<file path="config.mk">
export PLATFORM = sky130hd
export DESIGN_NAME = cla_pipe_alu_flat
export DESIGN_NICKNAME = d
export VERILOG_FILES = /design/src/rtl/cla_pipe_pkg.sv /design/src/rtl/cla_pipe_alu_if.sv /design/src/rtl/cla_group.sv /design/src/rtl/cla_pipe_alu.sv /design/src/flat_wrapper.sv
export SDC_FILE = /design/constraint.sdc
export NUM_CORES = 1
export LEC_CHECK = 0
export ABC_CLOCK_PERIOD_IN_PS = 11710
export BUFFER_PORTS_ARGS = -buffer_cell sky130_fd_sc_hd__buf_2
export CAP_MARGIN = 20
export CORE_MARGIN = 5
export CORE_UTILIZATION = 35
export DETAILED_ROUTE_END_ITERATION = 6
export PLACE_DENSITY = 0.62
export SKIP_LAST_GASP = 1
export SLEW_MARGIN = 20
export SYNTH_ARGS = -nofsm -noshare
export SYNTH_HDL_FRONTEND = slang
export SYNTH_HIERARCHICAL = 1
export SYNTH_SLANG_ARGS = --single-unit
</file>
<file path="constraint.sdc">
create_clock -name clk -period 11.71 [get_ports clk]
set_input_delay 1.171 -clock clk [delete_from_list [all_inputs] [get_ports clk]]
set_output_delay 1.171 -clock clk [all_outputs]
set_load 0.05 [all_outputs]
</file>
<file path="src/rtl/cla_pipe_pkg.sv">
// Shared op encodings and sizing helpers for the pipelined CLA ALU.
// Ports: none (package).
package cla_pipe_pkg;

    typedef enum logic [1:0] {
        OP_ADD = 2'b00,
        OP_SUB = 2'b01,
        OP_ACC = 2'b10,
        OP_CLR = 2'b11
    } op_t;

    localparam int WIDTH_DEF = 16;
    localparam int GROUP_DEF = 4;
    localparam int NGROUPS   = WIDTH_DEF / GROUP_DEF;

    function automatic int ngroups(input int w, input int g);
        return w / g;
    endfunction

endpackage

</file>
<file path="src/rtl/cla_pipe_alu_if.sv">
// Request/result bundle between datapath and the CLA ALU.
// master: drives enable/in_valid/op/A/B/Cin; slave: drives Q/flags/out_valid.
interface cla_pipe_alu_if #(
    parameter int WIDTH = 16
);
    import cla_pipe_pkg::*;

    logic             enable;
    logic             in_valid;
    op_t              op;
    logic [WIDTH-1:0] A;
    logic [WIDTH-1:0] B;
    logic             Cin;
    logic [WIDTH-1:0] Q;
    logic             Cout;
    logic             Ovf;
    logic             Zero;
    logic             out_valid;

    modport master (
        output enable, in_valid, op, A, B, Cin,
        input  Q, Cout, Ovf, Zero, out_valid
    );

    modport slave (
        input  enable, in_valid, op, A, B, Cin,
        output Q, Cout, Ovf, Zero, out_valid
    );

endinterface

</file>
<file path="src/rtl/cla_group.sv">
// GROUP-bit lookahead slice: sum bits plus group generate/propagate.
// Ports: i_a/i_b operands, i_c carry in, o_s sum, o_g/o_p group G/P.
module cla_group #(
    parameter int GROUP = 4
) (
    input  logic [GROUP-1:0] i_a,
    input  logic [GROUP-1:0] i_b,
    input  logic             i_c,
    output logic [GROUP-1:0] o_s,
    output logic             o_g,
    output logic             o_p
);

    logic [GROUP-1:0] w_g;
    logic [GROUP-1:0] w_p;
    logic [GROUP:0]   w_c;

    assign w_g = i_a & i_b;
    assign w_p = i_a ^ i_b;

    // Group G/P kept independent of i_c so the second level
    // can resolve group carries without a combinational loop.
    always_comb begin : grp_gp
        o_g = w_g[0];
        for (int i = 1; i < GROUP; i++) begin
            o_g = w_g[i] | (w_p[i] & o_g);
        end
        o_p = &w_p;
    end

    always_comb begin : grp_sum
        w_c[0] = i_c;
        for (int i = 0; i < GROUP; i++) begin
            w_c[i+1] = w_g[i] | (w_p[i] & w_c[i]);
        end
        o_s = w_p ^ w_c[GROUP-1:0];
    end

endmodule

</file>
<file path="src/rtl/cla_pipe_alu.sv">
// Two-stage pipelined CLA add/sub/accumulate/clear with flags.
// Ports: clk, reset (async, active-high), bus (slave side of cla_pipe_alu_if).
module cla_pipe_alu
    import cla_pipe_pkg::*;
#(
    parameter int WIDTH = 16,
    parameter int GROUP = 4
) (
    input logic         clk,
    input logic         reset,
    cla_pipe_alu_if.slave bus
);

    localparam int NG = WIDTH / GROUP;

    // Stage 1 registers
    logic             r_v1;
    op_t              r_op1;
    logic [WIDTH-1:0] r_a1;
    logic [WIDTH-1:0] r_b1;
    logic             r_c1;

    // Stage 2 / architectural result registers
    logic [WIDTH-1:0] r_q;
    logic             r_cout;
    logic             r_ovf;
    logic             r_zero;
    logic             r_ov;

    logic [WIDTH-1:0] w_opd2;
    logic [WIDTH-1:0] w_sum;
    logic [NG-1:0]    w_gg;
    logic [NG-1:0]    w_gp;
    logic [NG:0]      w_gc;
    logic             w_cmsb;

    always_ff @(posedge clk or posedge reset) begin
        if (reset) begin
            r_v1  <= 1'b0;
            r_op1 <= OP_ADD;
            r_a1  <= '0;
            r_b1  <= '0;
            r_c1  <= 1'b0;
        end else if (bus.enable) begin
            r_v1  <= bus.in_valid;
            r_op1 <= bus.op;
            r_a1  <= bus.A;
            r_b1  <= (bus.op == OP_SUB) ? ~bus.B : bus.B;
            r_c1  <= (bus.op == OP_SUB) ? 1'b1 : bus.Cin;
        end
    end

    // ACC feeds the live Q back, so back-to-back ACC needs no bubble.
    assign w_opd2 = (r_op1 == OP_ACC) ? r_q : r_b1;

    for (genvar j = 0; j < NG; j++) begin : g_grp
        cla_group #(.GROUP(GROUP)) u_grp (
            .i_a (r_a1[j*GROUP +: GROUP]),
            .i_b (w_opd2[j*GROUP +: GROUP]),
            .i_c (w_gc[j]),
            .o_s (w_sum[j*GROUP +: GROUP]),
            .o_g (w_gg[j]),
            .o_p (w_gp[j])
        );
    end

    always_comb begin : lvl2
        w_gc[0] = r_c1;
        for (int j = 0; j < NG; j++) begin
            w_gc[j+1] = w_gg[j] | (w_gp[j] & w_gc[j]);
        end
    end

    // Carry into MSB recovered from the MSB sum bit: s = a ^ b ^ c.
    assign w_cmsb = w_sum[WIDTH-1] ^ r_a1[WIDTH-1] ^ w_opd2[WIDTH-1];

    always_ff @(posedge clk or posedge reset) begin
        if (reset) begin
            r_q    <= '0;
            r_cout <= 1'b0;
            r_ovf  <= 1'b0;
            r_zero <= 1'b1;
            r_ov   <= 1'b0;
        end else if (bus.enable) begin
            if (r_v1) begin
                r_ov <= 1'b1;
                unique case (r_op1)
                    OP_CLR: begin
                        r_q    <= '0;
                        r_cout <= 1'b0;
                        r_ovf  <= 1'b0;
                        r_zero <= 1'b1;
                    end
                    default: begin
                        r_q    <= w_sum;
                        r_cout <= w_gc[NG];
                        r_ovf  <= w_cmsb ^ w_gc[NG];
                        r_zero <= (w_sum == '0);
                    end
                endcase
            end else begin
                r_ov <= 1'b0;
            end
        end
    end

    assign bus.Q         = r_q;
    assign bus.Cout      = r_cout;
    assign bus.Ovf       = r_ovf;
    assign bus.Zero      = r_zero;
    assign bus.out_valid = r_ov;

endmodule

</file>
<file path="src/flat_wrapper.sv">
// flat-port wrapper written by rule: the top's interface ports become plain ports
module cla_pipe_alu_flat import cla_pipe_pkg::*;
#(
    parameter int WIDTH = 16,
    parameter int GROUP = 4
)
  (clk, reset, bus_enable, bus_in_valid, bus_op, bus_A, bus_B, bus_Cin, bus_Q, bus_Cout, bus_Ovf, bus_Zero, bus_out_valid);
  cla_pipe_alu_if #(.WIDTH(WIDTH)) bus_i ();
  input logic clk;
  input logic reset;
  input wire logic [$bits(bus_i.enable)-1:0] bus_enable;
  input wire logic [$bits(bus_i.in_valid)-1:0] bus_in_valid;
  input wire logic [$bits(bus_i.op)-1:0] bus_op;
  input wire logic [$bits(bus_i.A)-1:0] bus_A;
  input wire logic [$bits(bus_i.B)-1:0] bus_B;
  input wire logic [$bits(bus_i.Cin)-1:0] bus_Cin;
  output wire logic [$bits(bus_i.Q)-1:0] bus_Q;
  output wire logic [$bits(bus_i.Cout)-1:0] bus_Cout;
  output wire logic [$bits(bus_i.Ovf)-1:0] bus_Ovf;
  output wire logic [$bits(bus_i.Zero)-1:0] bus_Zero;
  output wire logic [$bits(bus_i.out_valid)-1:0] bus_out_valid;
  assign bus_i.enable = bus_enable;
  assign bus_i.in_valid = bus_in_valid;
  assign bus_i.op = bus_op;
  assign bus_i.A = bus_A;
  assign bus_i.B = bus_B;
  assign bus_i.Cin = bus_Cin;
  assign bus_Q = bus_i.Q;
  assign bus_Cout = bus_i.Cout;
  assign bus_Ovf = bus_i.Ovf;
  assign bus_Zero = bus_i.Zero;
  assign bus_out_valid = bus_i.out_valid;
  cla_pipe_alu #(.WIDTH(WIDTH), .GROUP(GROUP)) u_core (.clk(clk), .reset(reset), .bus(bus_i));
endmodule
</file>
==> results.md <==
Run status:
- The run finished with clean final reports.

STA:
- Setup violations remaining at the end of the flow were counted as 0.
- The number of hold violations in the final report is 0.
- Derived from the worst setup path, the maximum achievable clock frequency is around 210 MHz.
- Hold timing on the final database bottoms out at a slack of roughly 520 ps.
- The clock skew after layout is between 10 and 15 ps.
- The transition at the pin with the smallest max-transition slack is approximately 1000 ps.
- The worst-case headroom to the max-slew limit is ~34%.
- Setup repair after global routing left no endpoint under its margin.
- The minimum clock period is 4810 ps.
- The final period utilization is around 41%.
- The count of pins over their slew limit is 0.
- The final total negative setup slack is 0 ps.

Critical path:
- In this run the worst setup path begins at u_core/r_op1[0]$_DFFE_PP0P_.
- The launching element type of the critical path is a flop.
- The worst endpoint required time is ~12000 ps.
- The signal arrival time at the worst endpoint is 5010 ps.
- The critical-path maximum fanout is 16.
- The launch point of the worst reg-to-reg path is u_core/r_op1[0]$_DFFE_PP0P_.
- The sort of element at the end of the critical path is a flop.
- The critical path class is reg2reg.

Floorplanning:
- The die extent in y is around 100 µm.
- The overall die width is approximately 100 µm.
- For this configuration, the core starts out at a cell density of between 30% and 40%.
- The die covers around 11000 µm².
- Row generation in the floorplan step produced 34 rows.
- The core region is between 8000 and 9000 µm².
- 59 I/O pins were placed.

Cells and area:
- In the final layout, the share of cells above drive strength 1 is approximately 34%.
- The post-route cell area is 3620 µm².
- The library cells used most frequently in the layout, excluding fill and tap cells, are 58 x sky130_fd_sc_hd__buf_2, 55 x sky130_fd_sc_hd__dfrtp_1, 34 x sky130_fd_sc_hd__mux2_2.
- The library cell used most frequently in the layout, excluding fill and tap cells, is sky130_fd_sc_hd__buf_2.
- The layout has approximately 850 filler cells.
- The repair_antennas step left the layout with diodes totalling 0.
- The net total in the final layout is 391.
- The layout overhead on the synthesized area is 15.5%.

Global routing:
- The via count of the first global-routing pass came to between 2000 and 2500.
- The number of antenna violations at the first check in global routing is 0.
- The global-route wire length before repair is between 10 and 15 mm.
- The total global routing track utilization is between 10% and 20%.
- The largest net degree at the start of global routing is between 50 and 60.
- The total overflow left after global routing is 0.

Clock tree:
- CTS built an H-tree with a depth of 2.
- After clock tree synthesis, the flow added hold-fix buffers numbering 0.
- Clock-pin slew was measured on the worst setup and hold paths at about 100 ps.
- The post-CTS setup buffer count is 0.
- Counting the buffers created by CTS gives 5.
- TritonCTS built the clock tree.
- After clock tree synthesis, the repair step resized 0 gates.
- The maximum buffer depth of the clock tree is 2.
- The clock latency of the later-clocked register in the worst-skew pair is approximately 300 ps.
- Clock tree synthesis found a total of between 50 and 60 sinks.
- The clock tree root driver cell is sky130_fd_sc_hd__clkbuf_8.

Logic synthesis:
- Each instance of the synthesized netlist takes up on average between 10 and 15 µm².
- For this run, the number of Yosys warnings is 6.
- The fraction of synthesis flops using an asynchronous set or reset pin is 100%.
- The flip-flop cell with the highest count after synthesis is sky130_fd_sc_hd__dfrtp_1.
- The post-synthesis register bit count is between 50 and 60.
- The synthesized instance count is 269.
- The sequential share of the synthesized area is between 40% and 50%.
- Counting every net in the synthesized netlist gives around 340.
- After synthesis, the netlist uses 27 different library cells.
- In this run, synthesis inferred 0 flip-flops with an integrated enable.
- The cell area after synthesis is around 3100 µm².

Job:
- The max capacitance violation total is 0.

Placed design:
- The placed instance area is 3520 µm².
- Buffers placed on the I/O ports in this run total 58.
- The last weighted congestion value of the routability-driven placer is roughly 0.81.
- The HPWL reported at the end of detailed placement is 5.03 mm.

Route:
- The total length of routed wires is 6.75 mm.
- After detailed routing, the number of remaining DRC violations is 0.
- The iteration-0 DRC count of the detailed router is 60.
- After detailed routing, the average wire length per cell comes to 15.6 µm.
- The total via count after detailed routing is 2165.
- Dividing the detail-routed via count by the number of cells gives roughly 5.
- For this run, the detailed router's first-pass iteration total came to 4.
- The number of nets with antenna violations after routing is 0.

Pwr:
- The power density over the cells is approximately 210 nW/µm².
- In this run the static leakage power is 1.70 nW.
- The maximum VDD drop is 68.6 µV.

Min path:
- The startpoint of the most critical hold path is u_core/bus.out_valid$_DFFE_PP0P_.
- In this run the worst hold path is classified as reg2reg.
where the power goes:
part,switching [mW],internal [mW],total [mW]
logic,0.239,0.133,0.372
registers,0.0346,0.238,0.272
clock network,0.0622,0.0480,0.110
total,0.335,0.419,0.754
final cells by class:
type                    count  area, µm²  share of cell area (%)
clock buffers               6       82.6                    2.28
clock inverters             2       15.0                   0.415
inverters                  22       82.6                    2.28
multi-input cells         178       1590                    43.8
flip-flops and latches     56       1400                    38.8
well taps                 108        135                    3.74
repair buffers             61        313                    8.65
path summary, 6_finish.rpt:
check / endpoint / slack (ps) / cells past startpoint
min reg2reg: u_core/bus.out_valid$_DFFE_PP0P_ / 520 / 2
max in group asynchronous: u_core/r_b1[9]$_DFFE_PP0P_ / 10180 / 3
max: u_core/bus.Ovf$_DFFE_PP0P_ / 6900 / 18
min: u_core/bus.out_valid$_DFFE_PP0P_ / 520 / 2
min in group asynchronous: u_core/bus.Q[13]$_DFFE_PP0P_ / 1060 / 3
max reg2reg: u_core/bus.Ovf$_DFFE_PP0P_ / 6900 / 18
cell families (layout without fill, tap and decap cells):
family                     after synthesis  in the layout  synth area share (%)
and+or+nand+nor                         37             37                  5.79
muxes                                   35             35                  12.7
xor gates and xnor gates                23             23                  6.67
DFF                                     56             56                  44.8
adders and majority gates               28             28                  14.1
AOI/OAI and AO/OA                       55             55                  11.3
buffers and inverters                   35             91                  4.67
cell usage after synthesis (2+ instances only):
library cell | count | area share, %
sky130_fd_sc_hd__o21ai_1 | 4 | 0.64
sky130_fd_sc_hd__mux2_2 | 34 | 12
sky130_fd_sc_hd__clkbuf_1 | 6 | 0.72
sky130_fd_sc_hd__nand4_1 | 2 | 0.40
sky130_fd_sc_hd__nand2_1 | 5 | 0.60
sky130_fd_sc_hd__xnor2_1 | 17 | 4.8
sky130_fd_sc_hd__a21oi_1 | 28 | 4.5
sky130_fd_sc_hd__a22o_1 | 18 | 5.0
sky130_fd_sc_hd__xor2_1 | 5 | 1.4
sky130_fd_sc_hd__dfrtp_1 | 55 | 44
sky130_fd_sc_hd__inv_1 | 22 | 2.6
sky130_fd_sc_hd__ha_1 | 16 | 6.4
sky130_fd_sc_hd__a21o_1 | 3 | 0.72
sky130_fd_sc_hd__nor4_1 | 4 | 0.80
sky130_fd_sc_hd__buf_2 | 6 | 0.96
sky130_fd_sc_hd__nor2_1 | 18 | 2.2
sky130_fd_sc_hd__fa_1 | 12 | 7.7
sky130_fd_sc_hd__nand3_1 | 2 | 0.32
sky130_fd_sc_hd__and4_1 | 4 | 1.1
critical path: stages, from the launching register on:
cell                       delay (ps)
sky130_fd_sc_hd__dfrtp_1          380
sky130_fd_sc_hd__nand2b_1         680
sky130_fd_sc_hd__mux2_2           420
sky130_fd_sc_hd__ha_1             330
sky130_fd_sc_hd__a21oi_1          150
sky130_fd_sc_hd__o21ai_1           80
sky130_fd_sc_hd__a21o_1           190
sky130_fd_sc_hd__a21o_1           200
sky130_fd_sc_hd__a21o_1           170
sky130_fd_sc_hd__inv_1             60
sky130_fd_sc_hd__fa_1             150
sky130_fd_sc_hd__inv_1             60
sky130_fd_sc_hd__fa_1             450
sky130_fd_sc_hd__fa_1             440
sky130_fd_sc_hd__xor2_1           290
sky130_fd_sc_hd__xnor2_1          160
sky130_fd_sc_hd__xnor2_2          160
sky130_fd_sc_hd__xor2_1           160
sky130_fd_sc_hd__a22o_1           200
layer usage:
layer	global-route usage (%)	up-vias	routed length (µm)	share of wire, %
met5	0	-	0	0
met4	3.20	0	63	0.93
met2	19.4	46	3160	47
li1	-	1052	-	-
met1	17.5	1063	3140	46
met3	3.08	4	390	5.8
through the flow:
stage                     power, mW  utilization, %  setup slack (ps)  instances
after detailed placement      0.651            40.3              6890        425
after global routing          0.809            41.5              6530        433
after CTS                     0.765            41.5              6870        433
after global placement        0.644            40.3              7040        425
after floorplan               0.556               -              7620        269
final                         0.754            41.5              6900        433
state kept, by name, summed over array words and instances (netlist names):
signal and cells:
u_core/bus.Cout 1, u_core/bus.Ovf 1, u_core/bus.Q 16, u_core/bus.Zero 1
u_core/bus.out_valid 1, u_core/r_a1 16, u_core/r_b1 16, u_core/r_c1 1
u_core/r_op1 2, u_core/r_v1 1
(Power assumes the default switching activity.)
